## src/rtl/cpu_pkg.sv

```systemverilog
// Shared opcodes, FSM state encoding, ALU and PC-select codes for the multi-cycle sequencer.
// The control bundle type lets the decoder hand every datapath line to the top as one value.
package cpu_pkg;

    localparam logic [3:0] OP_ADD  = 4'h0;
    localparam logic [3:0] OP_SUB  = 4'h1;
    localparam logic [3:0] OP_AND  = 4'h2;
    localparam logic [3:0] OP_OR   = 4'h3;
    localparam logic [3:0] OP_ADDI = 4'h4;
    localparam logic [3:0] OP_CMP  = 4'h5;
    localparam logic [3:0] OP_LD   = 4'h6;
    localparam logic [3:0] OP_ST   = 4'h7;
    localparam logic [3:0] OP_BEQ  = 4'h8;
    localparam logic [3:0] OP_BNE  = 4'h9;
    localparam logic [3:0] OP_JMP  = 4'hA;
    localparam logic [3:0] OP_CALL = 4'hB;
    localparam logic [3:0] OP_RET  = 4'hC;
    localparam logic [3:0] OP_JR   = 4'hD;
    localparam logic [3:0] OP_NOP  = 4'hE;
    localparam logic [3:0] OP_HALT = 4'hF;

    typedef enum logic [2:0] {
        ST_FETCH,
        ST_DECODE,
        ST_EXEC,
        ST_MEM,
        ST_WB,
        ST_RETIRE,
        ST_HALT,
        ST_FAULT
    } state_e;

    localparam logic [1:0] FS_ADD = 2'b00;
    localparam logic [1:0] FS_SUB = 2'b01;
    localparam logic [1:0] FS_AND = 2'b10;
    localparam logic [1:0] FS_OR  = 2'b11;

    localparam logic [1:0] PC_RA  = 2'd0;
    localparam logic [1:0] PC_INC = 2'd1;
    localparam logic [1:0] PC_OFS = 2'd2;
    localparam logic [1:0] PC_REG = 2'd3;

    typedef struct packed {
        logic [2:0] r_sel1;
        logic [2:0] r_sel2;
        logic [2:0] wr_sel;
        logic       rf_we;
        logic       rf_re;
        logic       op2_imm;
        logic [1:0] fun_sel;
        logic       wb_alu;
        logic [1:0] pc_sel;
        logic       ld_ra;
        logic       pc_ld;
        logic       dm_re;
        logic       dm_we;
        logic       halted;
        logic       fault;
    } ctrl_t;

    function automatic logic is_alu_op(input logic [3:0] op);
        return (op == OP_ADD) || (op == OP_SUB) || (op == OP_AND) ||
               (op == OP_OR)  || (op == OP_ADDI);
    endfunction

endpackage

```

## src/rtl/seq_decode.sv

```systemverilog
// Combinational map from (state, latched instruction, latched flags) to datapath controls.
// Zero latency; no handshake of its own.
module seq_decode
    import cpu_pkg::*;
(
    input  state_e      state,
    input  logic [15:0] ir_q,
    input  logic [3:0]  flag_q,
    output ctrl_t       ctrl
);

    logic [3:0] op;
    logic [2:0] rd;
    logic [2:0] rs1;
    logic [2:0] rs2;
    logic       flag_z;
    logic       unused_bits;

    assign op          = ir_q[15:12];
    assign rd          = ir_q[11:9];
    assign rs1         = ir_q[8:6];
    assign rs2         = ir_q[5:3];
    assign flag_z      = flag_q[3];
    // Immediate low bits and N/C/V are consumed by the datapath, not here.
    assign unused_bits = ^{ir_q[2:0], flag_q[2:0]};

    always_comb begin
        ctrl        = '0;
        ctrl.pc_sel = PC_INC;

        // Register reads and ALU set-up stay stable from DECODE through WB.
        if (state inside {ST_DECODE, ST_EXEC, ST_MEM, ST_WB}) begin
            ctrl.rf_re   = 1'b1;
            ctrl.r_sel1  = (op == OP_ADDI || op == OP_ST || op == OP_JR) ? rd : rs1;
            ctrl.r_sel2  = rs2;
            ctrl.op2_imm = (op == OP_ADDI) || (op == OP_ST);
            case (op)
                OP_SUB, OP_CMP: ctrl.fun_sel = FS_SUB;
                OP_AND:         ctrl.fun_sel = FS_AND;
                OP_OR:          ctrl.fun_sel = FS_OR;
                default:        ctrl.fun_sel = FS_ADD;
            endcase
        end

        case (state)
            ST_EXEC: begin
                case (op)
                    OP_BEQ: begin
                        ctrl.pc_ld  = 1'b1;
                        ctrl.pc_sel = flag_z ? PC_OFS : PC_INC;
                    end
                    OP_BNE: begin
                        ctrl.pc_ld  = 1'b1;
                        ctrl.pc_sel = flag_z ? PC_INC : PC_OFS;
                    end
                    OP_JMP: begin
                        ctrl.pc_ld  = 1'b1;
                        ctrl.pc_sel = PC_OFS;
                    end
                    OP_CALL: begin
                        ctrl.pc_ld  = 1'b1;
                        ctrl.ld_ra  = 1'b1;
                        ctrl.pc_sel = PC_OFS;
                    end
                    OP_RET: begin
                        ctrl.pc_ld  = 1'b1;
                        ctrl.pc_sel = PC_RA;
                    end
                    OP_JR: begin
                        ctrl.pc_ld  = 1'b1;
                        ctrl.pc_sel = PC_REG;
                    end
                    default: ;
                endcase
            end
            ST_MEM: begin
                ctrl.dm_re = (op == OP_LD);
                ctrl.dm_we = (op == OP_ST);
            end
            ST_WB: begin
                ctrl.rf_we  = 1'b1;
                ctrl.wr_sel = rd;
                ctrl.wb_alu = (op != OP_LD);
                ctrl.pc_ld  = 1'b1;
            end
            ST_RETIRE: ctrl.pc_ld  = 1'b1;
            ST_HALT:   ctrl.halted = 1'b1;
            ST_FAULT:  ctrl.fault  = 1'b1;
            default: ;
        endcase
    end

endmodule

```

## src/rtl/multicycle_sequencer.sv

```systemverilog
// Multi-cycle control FSM: owns the IR latch, branch flag latch and data-memory timeout.
// MEM waits on dm_ready up to MEM_TIMEOUT cycles, then parks in FAULT until run.
module multicycle_sequencer
    import cpu_pkg::*;
#(
    parameter int MEM_TIMEOUT = 16,
    parameter int CW          = 5
) (
    input  logic        clk,
    input  logic        rst,
    input  logic [15:0] ir,
    input  logic [3:0]  flags,
    input  logic        dm_ready,
    input  logic        run,
    output logic [2:0]  rChooseOne,
    output logic [2:0]  rChooseTwo,
    output logic [2:0]  writeChoose,
    output logic        inOrNot,
    output logic        outOrNot,
    output logic        chooseOperand2,
    output logic [1:0]  funSel,
    output logic        chooseWriteBack,
    output logic [1:0]  choosePCUpdate,
    output logic        ldRA,
    output logic        pc_ld,
    output logic        dm_re,
    output logic        dm_we,
    output logic        halted,
    output logic        fault
);

    localparam logic [CW-1:0] CNT_LIMIT = CW'(MEM_TIMEOUT);

    state_e      state_q, state_d;
    logic [15:0] ir_q, ir_d;
    logic [3:0]  flag_q, flag_d;
    logic [CW-1:0] cnt_q, cnt_d;
    logic [CW-1:0] cnt_inc;
    logic [3:0]  op;
    ctrl_t       ctrl;

    assign op      = ir_q[15:12];
    assign cnt_inc = cnt_q + 1'b1;

    always_comb begin
        state_d = state_q;
        ir_d    = ir_q;
        flag_d  = flag_q;
        cnt_d   = '0;

        case (state_q)
            ST_FETCH: begin
                ir_d    = ir;
                state_d = ST_DECODE;
            end
            ST_DECODE: begin
                if (op == OP_HALT)     state_d = ST_HALT;
                else if (op == OP_NOP) state_d = ST_RETIRE;
                else                   state_d = ST_EXEC;
            end
            ST_EXEC: begin
                if (is_alu_op(op)) begin
                    flag_d  = flags;
                    state_d = ST_WB;
                end else if (op == OP_CMP) begin
                    flag_d  = flags;
                    state_d = ST_RETIRE;
                end else if (op == OP_LD || op == OP_ST) begin
                    state_d = ST_MEM;
                end else begin
                    state_d = ST_FETCH;
                end
            end
            ST_MEM: begin
                // dm_ready wins over the timeout when both land on the same cycle.
                if (dm_ready)                  state_d = (op == OP_LD) ? ST_WB : ST_RETIRE;
                else if (cnt_inc == CNT_LIMIT) state_d = ST_FAULT;
                else                           cnt_d   = cnt_inc;
            end
            ST_WB, ST_RETIRE: state_d = ST_FETCH;
            ST_HALT, ST_FAULT: begin
                if (run) state_d = ST_FETCH;
            end
            default: state_d = ST_FETCH;
        endcase
    end

    always_ff @(posedge clk or negedge rst) begin
        if (!rst) begin
            state_q <= ST_FETCH;
            ir_q    <= '0;
            flag_q  <= '0;
            cnt_q   <= '0;
        end else begin
            state_q <= state_d;
            ir_q    <= ir_d;
            flag_q  <= flag_d;
            cnt_q   <= cnt_d;
        end
    end

    seq_decode u_decode (
        .state  (state_q),
        .ir_q   (ir_q),
        .flag_q (flag_q),
        .ctrl   (ctrl)
    );

    assign rChooseOne      = ctrl.r_sel1;
    assign rChooseTwo      = ctrl.r_sel2;
    assign writeChoose     = ctrl.wr_sel;
    assign inOrNot         = ctrl.rf_we;
    assign outOrNot        = ctrl.rf_re;
    assign chooseOperand2  = ctrl.op2_imm;
    assign funSel          = ctrl.fun_sel;
    assign chooseWriteBack = ctrl.wb_alu;
    assign choosePCUpdate  = ctrl.pc_sel;
    assign ldRA            = ctrl.ld_ra;
    assign pc_ld           = ctrl.pc_ld;
    assign dm_re           = ctrl.dm_re;
    assign dm_we           = ctrl.dm_we;
    assign halted          = ctrl.halted;
    assign fault           = ctrl.fault;

endmodule

```

## config.mk

```make
export PLATFORM = sky130hd
export DESIGN_NAME = multicycle_sequencer
export DESIGN_NICKNAME = d
export VERILOG_FILES = /design/src/rtl/cpu_pkg.sv /design/src/rtl/seq_decode.sv /design/src/rtl/multicycle_sequencer.sv
export SDC_FILE = /design/constraint.sdc
export NUM_CORES = 1
export LEC_CHECK = 0
export BUFFER_PORTS_ARGS = -buffer_cell sky130_fd_sc_hd__buf_2
export CELL_PAD_IN_SITES_DETAIL_PLACEMENT = 0
export CELL_PAD_IN_SITES_GLOBAL_PLACEMENT = 1
export CORE_AREA = 2 2 79 81
export DETAILED_ROUTE_END_ITERATION = 10
export DIE_AREA = 0 0 81 83
export PLACE_DENSITY = 0.68
export SLEW_MARGIN = 25
export SYNTH_ARGS = -nofsm -noshare
export SYNTH_HDL_FRONTEND = slang
export SYNTH_HIERARCHICAL = 1
export SYNTH_SLANG_ARGS = --single-unit
```

## constraint.sdc

```tcl
create_clock -name clk -period 1.8 [get_ports clk]
set_input_delay 0.36 -clock clk [delete_from_list [all_inputs] [get_ports clk]]
set_output_delay 0.36 -clock clk [all_outputs]
set_load 0.03 [all_outputs]
```

# [Word-level counts from Yosys, hierarchy flattened]
# Index checks and enable logic that the tools add are counted.
[word_totals] regBits=28 latchBits=0 ram_bits=0 rom_bits=0 in_bits=24 output_inout_bits=23 elab_cells=80 n_memories=0
[classes] add_sub_neg=1 mul=0 div_mod_pow=0 order_cmp=0 n_eq_ne=26 n_shift=0 n_mux=31 n_bitwise=0 n_reduce_logical=18
[ops] operator="4-bit == test, second input constant" count=8
[ops] operator="3-bit 2-to-1 mux" count=9
[ops] operator="3-bit one-hot mux with 6 select lines" count=1
[ops] operator="4-bit by 3-bit == test with 1-bit output, second input constant" count=4
[ops] operator="4-bit 2-to-1 mux" count=4
[ops] operator="5-bit 2-to-1 mux" count=3
[ops] operator="3-bit == test, second input constant" count=4
[ops] operator="2-bit one-hot mux with 5 select lines" count=1
[ops] operator="4-bit by 2-bit == test with 1-bit output, second input constant" count=2
[ops] operator="2-bit 2-to-1 mux" count=4
[ops] operator="2-bit OR reduction" count=4
[ops] operator="1-bit logical OR" count=7
[ops] operator="3-bit by 2-bit == test with 1-bit output, second input constant" count=2
[ops] operator="1-bit 2-to-1 mux" count=6
[ops] operator="6-bit 2-to-1 mux" count=1
[ops] operator="2-bit one-hot mux with 3 select lines" count=1
[ops] operator="6-bit OR reduction" count=1
[ops] operator="5-bit by 1-bit adder with 5-bit output, second input constant" count=1
[ops] operator="5-bit == test, second input constant" count=1
[ops] operator="4-bit by 1-bit == test with 1-bit output, second input constant" count=1
[ops] operator="4-bit zero test" count=1
[ops] operator="4-bit by 3-bit inequality test with 1-bit output, second input constant" count=1
[ops] operator="2-bit AND reduction" count=2
[ops] operator="4-bit nonzero test" count=1
[ops] operator="other kinds (6)" count=6

# [Depth between registers and ports, before layout]
[depth] word_depth=7 ltp_mapped=6 mapped_depth_nobuf=5

# [Cells and area by module]
# Netlist, hierarchy kept.
[by_module_without_submodules] mod="multicycle_sequencer" instances=1 cells_each=97 area_per_inst_um2=1297.5 seq_area_each_um2=700.7
[by_module_without_submodules] mod="seq_decode" instances=1 cells_each=59 area_per_inst_um2=419.2 seq_area_each_um2=0.0

# [Worst setup path after synthesis]
# OpenSTA, ideal clock, no wires.
[synth_path] path_kind="flip-flop to output port" from="register ir_q[14]" to="output port choosePCUpdate[0]" arrival_time_ns=1.949 required_ns=1.440 setup_slack_ns=-0.509 stages_incl_launch_ff=5 n_path_buf=1 path_cell_list="dfrtp_1 > buf_2 > nor3_1 > a21oi_1 > o311ai_0"
[synth_via] elab_chain_cells=4 elab_cells_between_ends=9 cone_classes="eq/ne: 6; mux: 2; reduce/logical: 1"
[synth_lines] element="start: declaration" line="multicycle_sequencer.sv:35" rtl="logic [15:0] ir_q, ir_d;"
[synth_lines] element="start signal: assignment" line="multicycle_sequencer.sv:96" rtl="ir_q <= ir_d;"
[synth_lines] element="4-bit == test" line="seq_decode.sv:47" rtl="case (op)"
[synth_lines] element="2-bit OR reduction (no source line)"
[synth_lines] element="2-bit one-hot mux with 5 select lines (*)" line="seq_decode.sv:47"
[synth_lines] element="3-bit 2-to-1 mux (*)" line="seq_decode.sv:45" rtl="case (state)"
[synth_lines] element="end: declaration" line="multicycle_sequencer.sv:23" rtl="output logic [1:0] choosePCUpdate,"
# Mark *: on every way between the ends. The rest lies on a longest branch, timed or not.

# [Final worst setup path]
[layout_path] from="register ir_q[13]" to="output port rChooseOne[0]"
[layout_via] elab_chain_cells=5 elab_cells_between_ends=7 cone_classes="eq/ne: 3; mux: 2; reduce/logical: 2"
[layout_lines] element="4-bit by 3-bit == test with 1-bit output" line="seq_decode.sv:34" rtl="ctrl.r_sel1 = (op == OP_ADDI || op == OP_ST || op == OP_JR) ? rd : rs1;"
[layout_lines] element="1-bit logical OR" line="seq_decode.sv:34"
[layout_lines] element="1-bit logical OR (*)" line="seq_decode.sv:34"
[layout_lines] element="3-bit 2-to-1 mux (*)" line="seq_decode.sv:34"
[layout_lines] element="6-bit 2-to-1 mux (*)" line="seq_decode.sv:32" rtl="if (state inside {ST_DECODE, ST_EXEC, ST_MEM, ST_WB}) begin"
[layout_lines] element="end: declaration" line="multicycle_sequencer.sv:15" rtl="output logic [2:0] rChooseOne,"
# Marked as above.

==> summary.md <==
| Metric | Value |
|---|---|
| Largest net degree at the start of global routing | `23` |
| Clock insertion delay at the later pin of the skew report | `0.26 ns` |
| Detail Route Antenna Nets | `0` |
| Static Leak | `1.01 nW` |
| Routed vias | `1,321` |
| Yosys warns | `6` |
| Layout Nets | `232` |
| Setup TNS | `-1.06 ns` |
| Layout cells sized above 1 | `0.578` |
| Instance count on the critical path | `5` |
| Status | `finished with violations` |
| CP Capture Type | `output pin` |
| Fin worst setup slack | `-0.181 ns` |
| # fillers | `617` |
| Min Tclk post-route | `1.98 ns` |
| Slew HR | `0.658` |
| R2R cell count | `6` |
| Final Power | `4.52 mW` |
| Post-synthesis cell count | `144` |
| Number of vias per cell | `4.70` |
| Final Cycle Share | `1.10` |
| Clk root buf | `clkbuf_8` |
| # DRC | `0` |
| CTS tree | `yes` |
| Pwr dens | `2000 nW/µm²` |
| H-tree depth | `1` |
| Width of the die | `81 µm` |
| Mapped Area | `1500 µm²` |
| Max Slew Vio Count | `0` |
| Starting DRT DRC Count | `55` |
| F_max | `505 MHz` |
| Die H | `83 µm` |
| Max cap viols | `0` |
| CTS Hold Bufs | `0` |
| Syn_nets | `169` |
| Inst Count DP | `269` |
| Deepest clock path buffer count | `2` |
| WL per Instance | `13.7 µm` |
| Overflow after GRT | `0` |
| Arr. time, crit path | `1.62 ns` |
| CP Cell Sequence | `nand2b_4 -> o31ai_4 -> buf_12 -> mux2i_2 -> buf_4` |
| Total inserted antenna cells | `0` |
| Final setup viols | `14` |
| Initial Util | `0.258` |
| Crit path max fanout | `3` |
| Global-route wire length before repair | `6.14 mm` |
| Core area | `5820 µm²` |
| Worst vdd ir | `970 µV` |
| Synthesized area per cell | `10.4 µm²` |
| Routability cong. | `0.776` |
| Final hold vios | `0` |
| Actual slew at the worst max-slew pin | `0.514 ns` |
| Initial antenna violation count | `0` |
| Critical Path RT | `1.44 ns` |
| Worst-path clk slew | `0.08 ns` |
| Worst Setup Start Kind | `register` |
| I/O Buffers | `40` |
| Worst stage delay on the critical path | `0.40 ns` |
| Clk sinks | `22` |
| Site row count | `28` |
| CP max-delay cell | `dfrtp_1` |
| Io pins | `47` |
| Die area | `6720 µm²` |
| Via count of the first global-routing pass | `1,276` |
| Non-Filler Instances | `281` |
| TritonRoute pass-1 iters | `4` |
| WL final | `3.85 mm` |
| Top delay family on crit path | `flip-flops` |
| Area grow syn2layout | `50.4%` |
| Clk_skew | `0.00238 ns` |
| RSZ-0062 raised after global routing | `yes` |
| Detailed placement HPWL | `2.71 mm` |
| CTS buffer count | `3` |
| Buf/Inv on CP | `2` |
| GRT Total Usage | `0.115` |
| Failing checks | `setup timing` |
| Crit Path Class | `reg -> out` |
| Min-delay worst type | `in -> async` |
## power by group
| group | switching (mW) | internal, mW | total [mW] |
|---|---|---|---|
| Sequential | 0.185 | 0.705 | 0.890 |
| Combinational | 1.60 | 1.67 | 3.27 |
| Clock | 0.163 | 0.195 | 0.358 |
| Total | 1.95 | 2.57 | 4.52 |
## layout by cell type (no fill, tap or decap), types with 3 or more instances in the layout
master and instances:
a21oi_1 3, and3_4 3, nand3_1 8, nand2_1 10, mux2_4 7, nor2b_1 3
and2_4 3, dfrtp_2 4, dfrtp_1 18, buf_2 20, buf_6 24, nor2_1 5
clkbuf_8 4, mux2_2 6, o21ai_0 3, nand3b_1 3, nand2b_1 4, buf_4 22
nor3_1 3
## layer usage
metal / GRT usage / up-vias / wire [µm]
met5: 0 / - / 0
met4: 0.0354 / 0 / 27
met3: 0.0196 / 2 / 171
met2: 0.189 / 35 / 1810
met1: 0.152 / 637 / 1840
li1: - / 647 / -
## worst reg2reg max path, cell delays in order, from the launching register on
cell	delay (ns)
dfrtp_2	0.46
buf_6	0.13
buf_4	0.15
nand3b_1	0.10
or2_1	0.26
a21oi_2	0.07
nor4_1	0.29
## cell type report
type / instances / area [µm²] / share of cell area
multi-input combinational: 109 / 980 / 0.435
sequential: 22 / 556 / 0.246
tap: 75 / 93.8 / 0.0416
inverter: 4 / 15.0 / 0.00666
clock buffer: 4 / 55.1 / 0.0244
timing repair buffer: 67 / 556 / 0.246
## per-stage QoR
step                cell area, µm²  hold WS, ns  utilization  setup slack (ns)
global placement              1900        0.371        0.327            0.0536
detailed placement            1900        0.370        0.327            0.0450
floorplan                     1540       0.0644            -            -0.149
finish                        2250       0.0559        0.388            -0.181
global route                  2250        0.103        0.388            -0.243
CTS                           2140       0.0788        0.368            -0.188
## flip-flops by register name (all words and copies together) (netlist names)
name and count:
ir_q 13, flag_q 1, cnt_q 5, state_q 3
## what timing repair did
item | in CTS | in global routing
setup buffers | 6 | 2
cloned | 0 | 1
gates resized for setup | 40 | 27
setup endpoints to repair | 21 | 20
pin swaps | 7 | 10
## worst paths after layout
kind	startpoint	endpoint	slack [ns]
hold reg to reg	ir_q[3]	ir_q[3]	0.51
max in group asynchronous	rst	ir_q[14]	1.37
setup / recovery	ir_q[13]	rChooseOne[0]	-0.18
hold / removal	rst	cnt_q[3]	0.06
min in group clk	ir[4]	ir_q[4]	0.33
setup reg to reg	state_q[0]	state_q[2]	0.23
Power figures use the tool's default switching activity.
